--- config.mk ---
export PLATFORM = sky130hd
export DESIGN_NAME = lower_driver
export DESIGN_NICKNAME = d
export VERILOG_FILES = /design/src/rtl/lower_driver_pkg.sv /design/src/rtl/lower_driver_ser.sv /design/src/rtl/lower_driver.sv
export SDC_FILE = /design/constraint.sdc
export NUM_CORES = 1
export LEC_CHECK = 0
export BUFFER_PORTS_ARGS = -buffer_cell sky130_fd_sc_hd__buf_2
export CORE_ASPECT_RATIO = 0.6
export CORE_MARGIN = 4
export CORE_UTILIZATION = 47
export DETAILED_ROUTE_END_ITERATION = 10
export PLACE_DENSITY_LB_ADDON = 0.05
export SETUP_SLACK_MARGIN = 0.02
export SLEW_MARGIN = 30
export SYNTH_ARGS = -nofsm -noshare
export SYNTH_HDL_FRONTEND = slang
export SYNTH_SLANG_ARGS = --single-unit
export TNS_END_PERCENT = 5
--- constraint.sdc ---
create_clock -name clk -period 1.62 [get_ports clk]
set_input_delay 0.243 -clock clk [delete_from_list [all_inputs] [get_ports clk]]
set_output_delay 0.243 -clock clk [all_outputs]
set_load 0.005 [all_outputs]
--- src/rtl/lower_driver_pkg.sv ---
// lower_driver_pkg: FSM state encoding and default beat count shared by the lower_driver slice
package lower_driver_pkg;
   typedef enum logic [1:0] {IDLE, DRIVE, DONE} state_t;
   localparam int DEFAULT_WIDTH = 8;
endpackage

--- src/rtl/lower_driver_ser.sv ---
// lower_driver_ser: beat counter, pattern shift registers and capture register
// LOWER_DRIVER_CHECK_EN builds the per-beat a|b compare feeding err; otherwise err is tied low
module lower_driver_ser
   import lower_driver_pkg::*;
#(
   parameter int WIDTH = DEFAULT_WIDTH
) (
   input  logic             clk,
   input  logic             reset,
   input  logic             load,
   input  logic             run,
   input  logic [WIDTH-1:0] a,
   input  logic [WIDTH-1:0] b,
   input  logic             lower_out,
   output logic             ina,
   output logic             inb,
   output logic             last,
   output logic [WIDTH-1:0] data,
   output logic             err
);
   localparam int CW = WIDTH > 1 ? $clog2(WIDTH) : 1;
   logic [CW-1:0]    cnt;
   logic [WIDTH-1:0] sa, sb;
   assign ina  = run & sa[0];
   assign inb  = run & sb[0];
   assign last = cnt == CW'(WIDTH - 1);
   // patterns shift right so bit 0 always carries beat cnt; cnt saturates at the last beat
   always_ff @(posedge clk or posedge reset)
      if (reset) begin
         cnt  <= '0;
         sa   <= '0;
         sb   <= '0;
         data <= '0;
      end else if (load) begin
         cnt  <= '0;
         sa   <= a;
         sb   <= b;
         data <= '0;
      end else if (run) begin
         cnt       <= last ? cnt : cnt + 1'b1;
         sa        <= sa >> 1;
         sb        <= sb >> 1;
         data[cnt] <= lower_out;
      end
`ifdef LOWER_DRIVER_CHECK_EN
   always_ff @(posedge clk or posedge reset)
      if (reset)     err <= 1'b0;
      else if (load) err <= 1'b0;
      else if (run)  err <= err | (lower_out != (sa[0] | sb[0]));
`else
   assign err = 1'b0;
`endif
endmodule

--- src/rtl/lower_driver.sv ---
// lower_driver: serialises req_a/req_b onto a 1-bit peer and returns its per-beat samples
// Optional macro LOWER_DRIVER_CHECK_EN enables the a|b compare behind rsp_err
module lower_driver
   import lower_driver_pkg::*;
#(
   parameter int WIDTH = DEFAULT_WIDTH
) (
   input  logic             clk,
   input  logic             reset,
   input  logic             req_valid,
   output logic             req_ready,
   input  logic [WIDTH-1:0] req_a,
   input  logic [WIDTH-1:0] req_b,
   output logic             lower_ina,
   output logic             lower_inb,
   input  logic             lower_out,
   output logic             rsp_valid,
   input  logic             rsp_ready,
   output logic [WIDTH-1:0] rsp_data,
   output logic             rsp_err
);
   state_t state, nxt;
   logic   last;
   always_ff @(posedge clk or posedge reset)
      if (reset) state <= IDLE;
      else       state <= nxt;
   always_comb begin
      req_ready = state == IDLE;
      rsp_valid = state == DONE;
      nxt = state == IDLE  ? (req_valid ? DRIVE : IDLE) :
            state == DRIVE ? (last ? DONE : DRIVE) :
                             (rsp_ready ? IDLE : DONE);
   end
   lower_driver_ser #(.WIDTH(WIDTH)) u_ser (
      .clk       (clk),
      .reset     (reset),
      .load      (req_valid & req_ready),
      .run       (state == DRIVE),
      .a         (req_a),
      .b         (req_b),
      .lower_out (lower_out),
      .ina       (lower_ina),
      .inb       (lower_inb),
      .last      (last),
      .data      (rsp_data),
      .err       (rsp_err)
   );
endmodule

==> flow_metrics.env, run 1 <==
export IMPL_ff_latch_area_um2=726
export IMPL_critPathArrivalTime_ps=1280
export IMPL_min_period_ps=1530
export IMPL_nFillCells=229
export IMPL_critPathKind="register to output pin"
export IMPL_path_clk_slew_ps=60
export IMPL_max_freq_ghz=0.655
export IMPL_port_buffers=32
export IMPL_fin_util=0.640
export IMPL_overflow=0
export IMPL_async_flop_share=1.00
export IMPL_critPathCaptureType="output pin"
export IMPL_fin_cells=209
export IMPL_dp_hpwl_um=2210
export IMPL_start_util=0.519
export IMPL_report_final_slew_viol_count=0
export IMPL_ys_warn_count=0
export IMPL_path_max_fanout=7
export IMPL_finalSetupTns_ps=0
export IMPL_drt_iter0_drc=99
export IMPL_clock_latency_ps=280
export IMPL_hp_class="input port to asynchronous set/reset pin"
export IMPL_setup_worst_path_start="state[0]$_DFF_PP0_"
export IMPL_final_cell_mix="nand2_1 (40), buf_2 (32), dfrtp_1 (29)"
export IMPL_ys_seq_area_frac=0.532
export IMPL_cp_slowest_cell="dfrtp_1"
export IMPL_rows=14
export IMPL_slew_limit_headroom=0.380
export IMPL_place_congestion=0.826
export IMPL_required_ps=1380
export IMPL_tightest_slew_ps=929
export IMPL_synth_top_family_by_area="simple AND/OR/NAND/NOR gates"
export IMPL_clock_skew_ps=4.41
export IMPL_synth_distinct_cells=28
export IMPL_timing_rr_start="state[0]$_DFF_PP0_"
export IMPL_grt_use_total=0.182
export IMPL_synth_simple_area_share=0.216
export IMPL_pre_cts_ws_ps=159
export IMPL_p_per_area_mw_per_mm2=1970
export IMPL_post_route_period_util=0.942
export IMPL_endpoint="lower_inb"
export IMPL_finalSetupViolCount=0
export IMPL_maxCapViolations=0
export IMPL_drt_total_wl_um=3140
export IMPL_ff2ff_path_depth=3
export IMPL_synth_mux_area_fraction=0.0450
export IMPL_ys_ff_latch=29
export IMPL_r2r_setup_slack_ps=110
export IMPL_grt_max_degree=30
export IMPL_synth_xor_area_share=0
export IMPL_design_core_area_mm2=0.00263
export IMPL_hold_viol=0
export IMPL_antenna_left=0
export IMPL_wl_per_cell_um=15.0
export IMPL_dpl_cell_area_mm2=0.00157
export IMPL_drive_gt1_frac=0.305
export IMPL_num_vias=1122
export IMPL_via_per_inst=5.37
export IMPL_num_io_pins=34
export IMPL_final_common_cell="nand2_1"
export IMPL_critPathBufInv=1
export IMPL_synth_compound_area_frac=0.131
export IMPL_cp_num_cells=3
export IMPL_synth_edff_count=0
export IMPL_numCtsBuffers=5
export IMPL_fin_nets=199
export IMPL_multiInputGateArea_um2=571
export IMPL_dieArea_mm2=0.00386
export IMPL_whs_ps=16.2
export IMPL_finalPower_mw=3.32
export IMPL_cts_tree="yes"
export IMPL_dr_pass1_iters=4
export IMPL_status="completed"
export IMPL_synth_flop_cell="dfrtp_1"
export IMPL_clockBufferDepth=2
export IMPL_dp_cells=201
export IMPL_dieWidth_um=77.5
export IMPL_drc=0
export IMPL_antenna_found_initial=0
export IMPL_fin_ws_ps=93.8
export IMPL_syn_inst=136
export IMPL_syn_area_per_cell_um2=10.0
export IMPL_synth_fp_nets=159
export IMPL_start_kind="register"
export IMPL_rsz0062_at_grt="true"
export IMPL_cts_sinks=29
export IMPL_area_delta_synth_final_pct=23.2
export IMPL_clockRootBuffer="clkbuf_8"
export IMPL_n_antenna_cell=0
export IMPL_path_cells="nor2b_4 > and2_1 > buf_2"
export IMPL_vdd_drop_max_uv=927
export IMPL_design_area_mm2=0.00168
export IMPL_worstReg2RegEnd="u_ser.sb[4]$_DFFE_PP0P_"
export IMPL_syn_area_mm2=0.00136
export IMPL_die_h_um=49.7
export IMPL_grt_pass1_vias=1114
export IMPL_htreeDepth=2
export IMPL_max_stage_delay_ps=480
export IMPL_critical_path_top_delay_family="flip-flops"
export IMPL_synth_fa_ha_area_frac=0.0183
export IMPL_cellLeakagePower_nw=0.895
export IMPL_grt_first_pass_wirelength_um=5310
[cell usage after synthesis (all sizes together) (3+ instances only)]
master,instances,area [µm²]
dfrtp,29,726
nand3,4,20.0
o31ai,3,22.5
nor2,5,18.8
a22oi,13,97.6
o211ai,3,22.5
nor3b,3,38.8
nand2,40,150
buf,8,60.1
mux2i,5,50.1
inv,4,15.0
nand2b,3,18.8
[logic make-up (layout without fill, tap and decap cells)]
logic type | Yosys count | in the layout
muxes | 6 | 6
other | 1 | 1
AOI/OAI and AO/OA | 24 | 24
DFF | 29 | 29
and+or+nand+nor | 62 | 62
buffers and inverters | 12 | 53
adders and majority gates | 2 | 2
[layout make-up]
class / instances / area share
Sequential cell: 29 / 0.432
Multi-Input combinational cell: 95 / 0.340
Timing Repair Buffer: 41 / 0.136
Clock buffer: 7 / 0.0573
Tap cell: 32 / 0.0238
Inverter: 4 / 0.00894
Clock inverter: 1 / 0.00298
[layer usage]
layer / global-route usage / vias up / wire length (µm)
met3: 0.0855 / 7 / 232
met4: 0.0533 / 0 / 36
met5: 0 / - / 0
met2: 0.236 / 33 / 1280
met1: 0.264 / 537 / 1590
li1: - / 545 / -
[tightest hold or removal path, stage by stage]
cell	delay, ps
buf_2	90
inv_1	40
buf_4	330
[worst min path at each step]
stage                     start                         to  slack, ps  cells past startpoint
final                     reset    u_ser.sa[7]$_DFFE_PP0P_         20                      3
after floorplan           reset         state[0]$_DFF_PP0_        320                      1
after global routing      reset  u_ser.data[2]$_DFFE_PP0P_         60                      3
after detailed placement  reset  u_ser.data[2]$_DFFE_PP0P_        330                      3
after global placement    reset  u_ser.data[4]$_DFFE_PP0P_        330                      3
after CTS                 reset    u_ser.sa[0]$_DFFE_PP0P_         30                      3
[report_power, final]
group          switching, mW  internal [mW]
Clock                  0.271          0.383
Sequential             0.216           1.04
Combinational          0.753          0.651
Total                   1.24           2.08
[state kept, by name, summed over array words and instances (netlist names)]
name / count
u_ser.data: 8
u_ser.sa: 8
u_ser.sb: 8
state: 2
u_ser.cnt: 3
[repair_timing]
action | 4_1_cts | 5_1_grt
hold buffers | 0 | 0
resized for setup | 2 | 0
setup endpoints to repair | 2 | 3
hold endpoints to repair | 0 | 0
setup buffers | 0 | 0
Power figures use the tool's default switching activity.
==> inputs of run 2 (changes only) <==
Settings changed: CORE_UTILIZATION 47 to 49, CTS_BUF_LIST set to sky130_fd_sc_hd__clkbuf_8.
==> flow_metrics.env, run 2 (same netlist as run 1, synthesis figures left out) <==
export IMPL_status="completed"
export IMPL_fin_ws_ps=126
export IMPL_clock_latency_ps=270
export IMPL_place_congestion=0.841
export IMPL_design_area_mm2=0.00166
export IMPL_reg_top3="u_ser.data x8, u_ser.sa x8, u_ser.sb x8"
export IMPL_vdd_drop_max_uv=1040
export IMPL_antenna_left=0
export IMPL_ff_latch_area_um2=726
export IMPL_die_h_um=48.9
export IMPL_path_max_fanout=6
export IMPL_dieArea_mm2=0.00372
export IMPL_n_antenna_cell=0
export IMPL_cts_sinks=29
export IMPL_multiInputGateArea_um2=566
export IMPL_grt_first_pass_wirelength_um=4890
export IMPL_clock_skew_ps=5.53
export IMPL_wl_per_cell_um=13.6
export IMPL_grt_max_degree=30
export IMPL_num_io_pins=34
export IMPL_report_final_slew_viol_count=0
export IMPL_grt_pass1_vias=1053
export IMPL_p_per_area_mw_per_mm2=1920
export IMPL_htreeDepth=2
export IMPL_cts_tree="yes"
export IMPL_start_util=0.530
export IMPL_nFillCells=210
export IMPL_dp_hpwl_um=2110
export IMPL_fin_cells=210
export IMPL_hold_viol=0
export IMPL_fin_nets=200
export IMPL_num_vias=1091
export IMPL_cp_slowest_cell="dfrtp_1"
export IMPL_critPathCaptureType="output pin"
export IMPL_drt_iter0_drc=54
export IMPL_dieWidth_um=76.1
export IMPL_grt_use_total=0.164
export IMPL_dr_pass1_iters=5
export IMPL_design_core_area_mm2=0.00257
export IMPL_hp_class="input port to asynchronous set/reset pin"
export IMPL_drive_gt1_frac=0.303
export IMPL_dpl_cell_area_mm2=0.00158
export IMPL_fin_util=0.646
export IMPL_numCtsBuffers=5
export IMPL_start_kind="register"
export IMPL_dp_cells=202
export IMPL_path_cells="nor2b_2 > and2_1 > buf_2"
export IMPL_max_freq_ghz=0.669
export IMPL_finalSetupViolCount=0
export IMPL_overflow=0
export IMPL_final_common_cell="nand2_1"
export IMPL_critPathKind="register to output pin"
export IMPL_cts_hold_buffers=0
export IMPL_drt_total_wl_um=2860
export IMPL_clockRootBuffer="clkbuf_8"
export IMPL_cellLeakagePower_nw=0.889
export IMPL_rows=14
export IMPL_port_buffers=32
export IMPL_path_clk_slew_ps=60
export IMPL_critPathArrivalTime_ps=1250
export IMPL_required_ps=1380
export IMPL_final_cell_mix="nand2_1 (40), buf_2 (32), dfrtp_1 (29)"
export IMPL_rsz0062_at_grt="false"
export IMPL_maxCapViolations=0
export IMPL_pre_cts_ws_ps=167
export IMPL_area_delta_synth_final_pct=22.0
export IMPL_clockBufferDepth=2
export IMPL_post_route_period_util=0.922
export IMPL_drc=0
export IMPL_finalSetupTns_ps=0
export IMPL_antenna_found_initial=0
export IMPL_max_stage_delay_ps=460
export IMPL_via_per_inst=5.20
export IMPL_min_period_ps=1490
-- run 2: report_power, final --
group | leakage, nW | switching [mW] | internal [mW] | total [mW]
Clock | 0.0491 | 0.263 | 0.290 | 0.554
Combinational | 0.467 | 0.740 | 0.658 | 1.40
Sequential | 0.373 | 0.198 | 1.04 | 1.24
Total | 0.889 | 1.20 | 1.99 | 3.19
-- run 2: final timing paths --
check                                         start                       end  slack [ps]  cells after the start
setup / recovery                 state[0]$_DFF_PP0_                 lower_ina         130                      3
hold / removal                                reset   u_ser.sa[6]$_DFFE_PP0P_          20                      3
setup reg to reg           u_ser.cnt[0]$_DFFE_PP0P_  u_ser.cnt[0]$_DFFE_PP0P_         160                      5
hold reg to reg             u_ser.sb[0]$_DFFE_PP0P_   u_ser.sb[0]$_DFFE_PP0P_         470                      2
max in group asynchronous                     reset   u_ser.sb[7]$_DFFE_PP0P_        1320                      3
min in group clk                          rsp_ready        state[1]$_DFF_PP0_         150                      2
-- run 2: metrics by stage --
| stage | power [mW] | hold WS, ps |
|---|---|---|
| after global placement | 2.60 | 325 |
| after detailed placement | 2.65 | 334 |
| after global routing | 3.47 | 65.1 |
| after CTS | 3.23 | 36.4 |
| after floorplan | 2.19 | 321 |
| final | 3.19 | 22.3 |
-- run 2: cell type report --
cell class,instances,area share
flip-flops and latches,29,0.436
repair buffers,42,0.141
multi-input cells,95,0.340
well taps,32,0.0241
inverters,4,0.00902
clock inverters,3,0.00827
clock buffers,5,0.0414
-- run 2: timing repair --
item,in CTS,in global routing
setup buffers,0,0
endpoints found under the setup margin,0,2
endpoints found under the hold margin,0,0
resized for setup,0,1
-- run 2: per-layer routing --
layer,global-route usage,part of all wire
met5,0,0
met4,0.0436,0.0042
met3,0.0646,0.062
met2,0.247,0.44
met1,0.219,0.49
-- run 2: worst max-delay path, delay by kind of cell, from the launching register on --
family                 cells  cell delay (ps)
flip-flops                 1              460
buffers and inverters      1              100
AND/OR/NAND/NOR            2              420
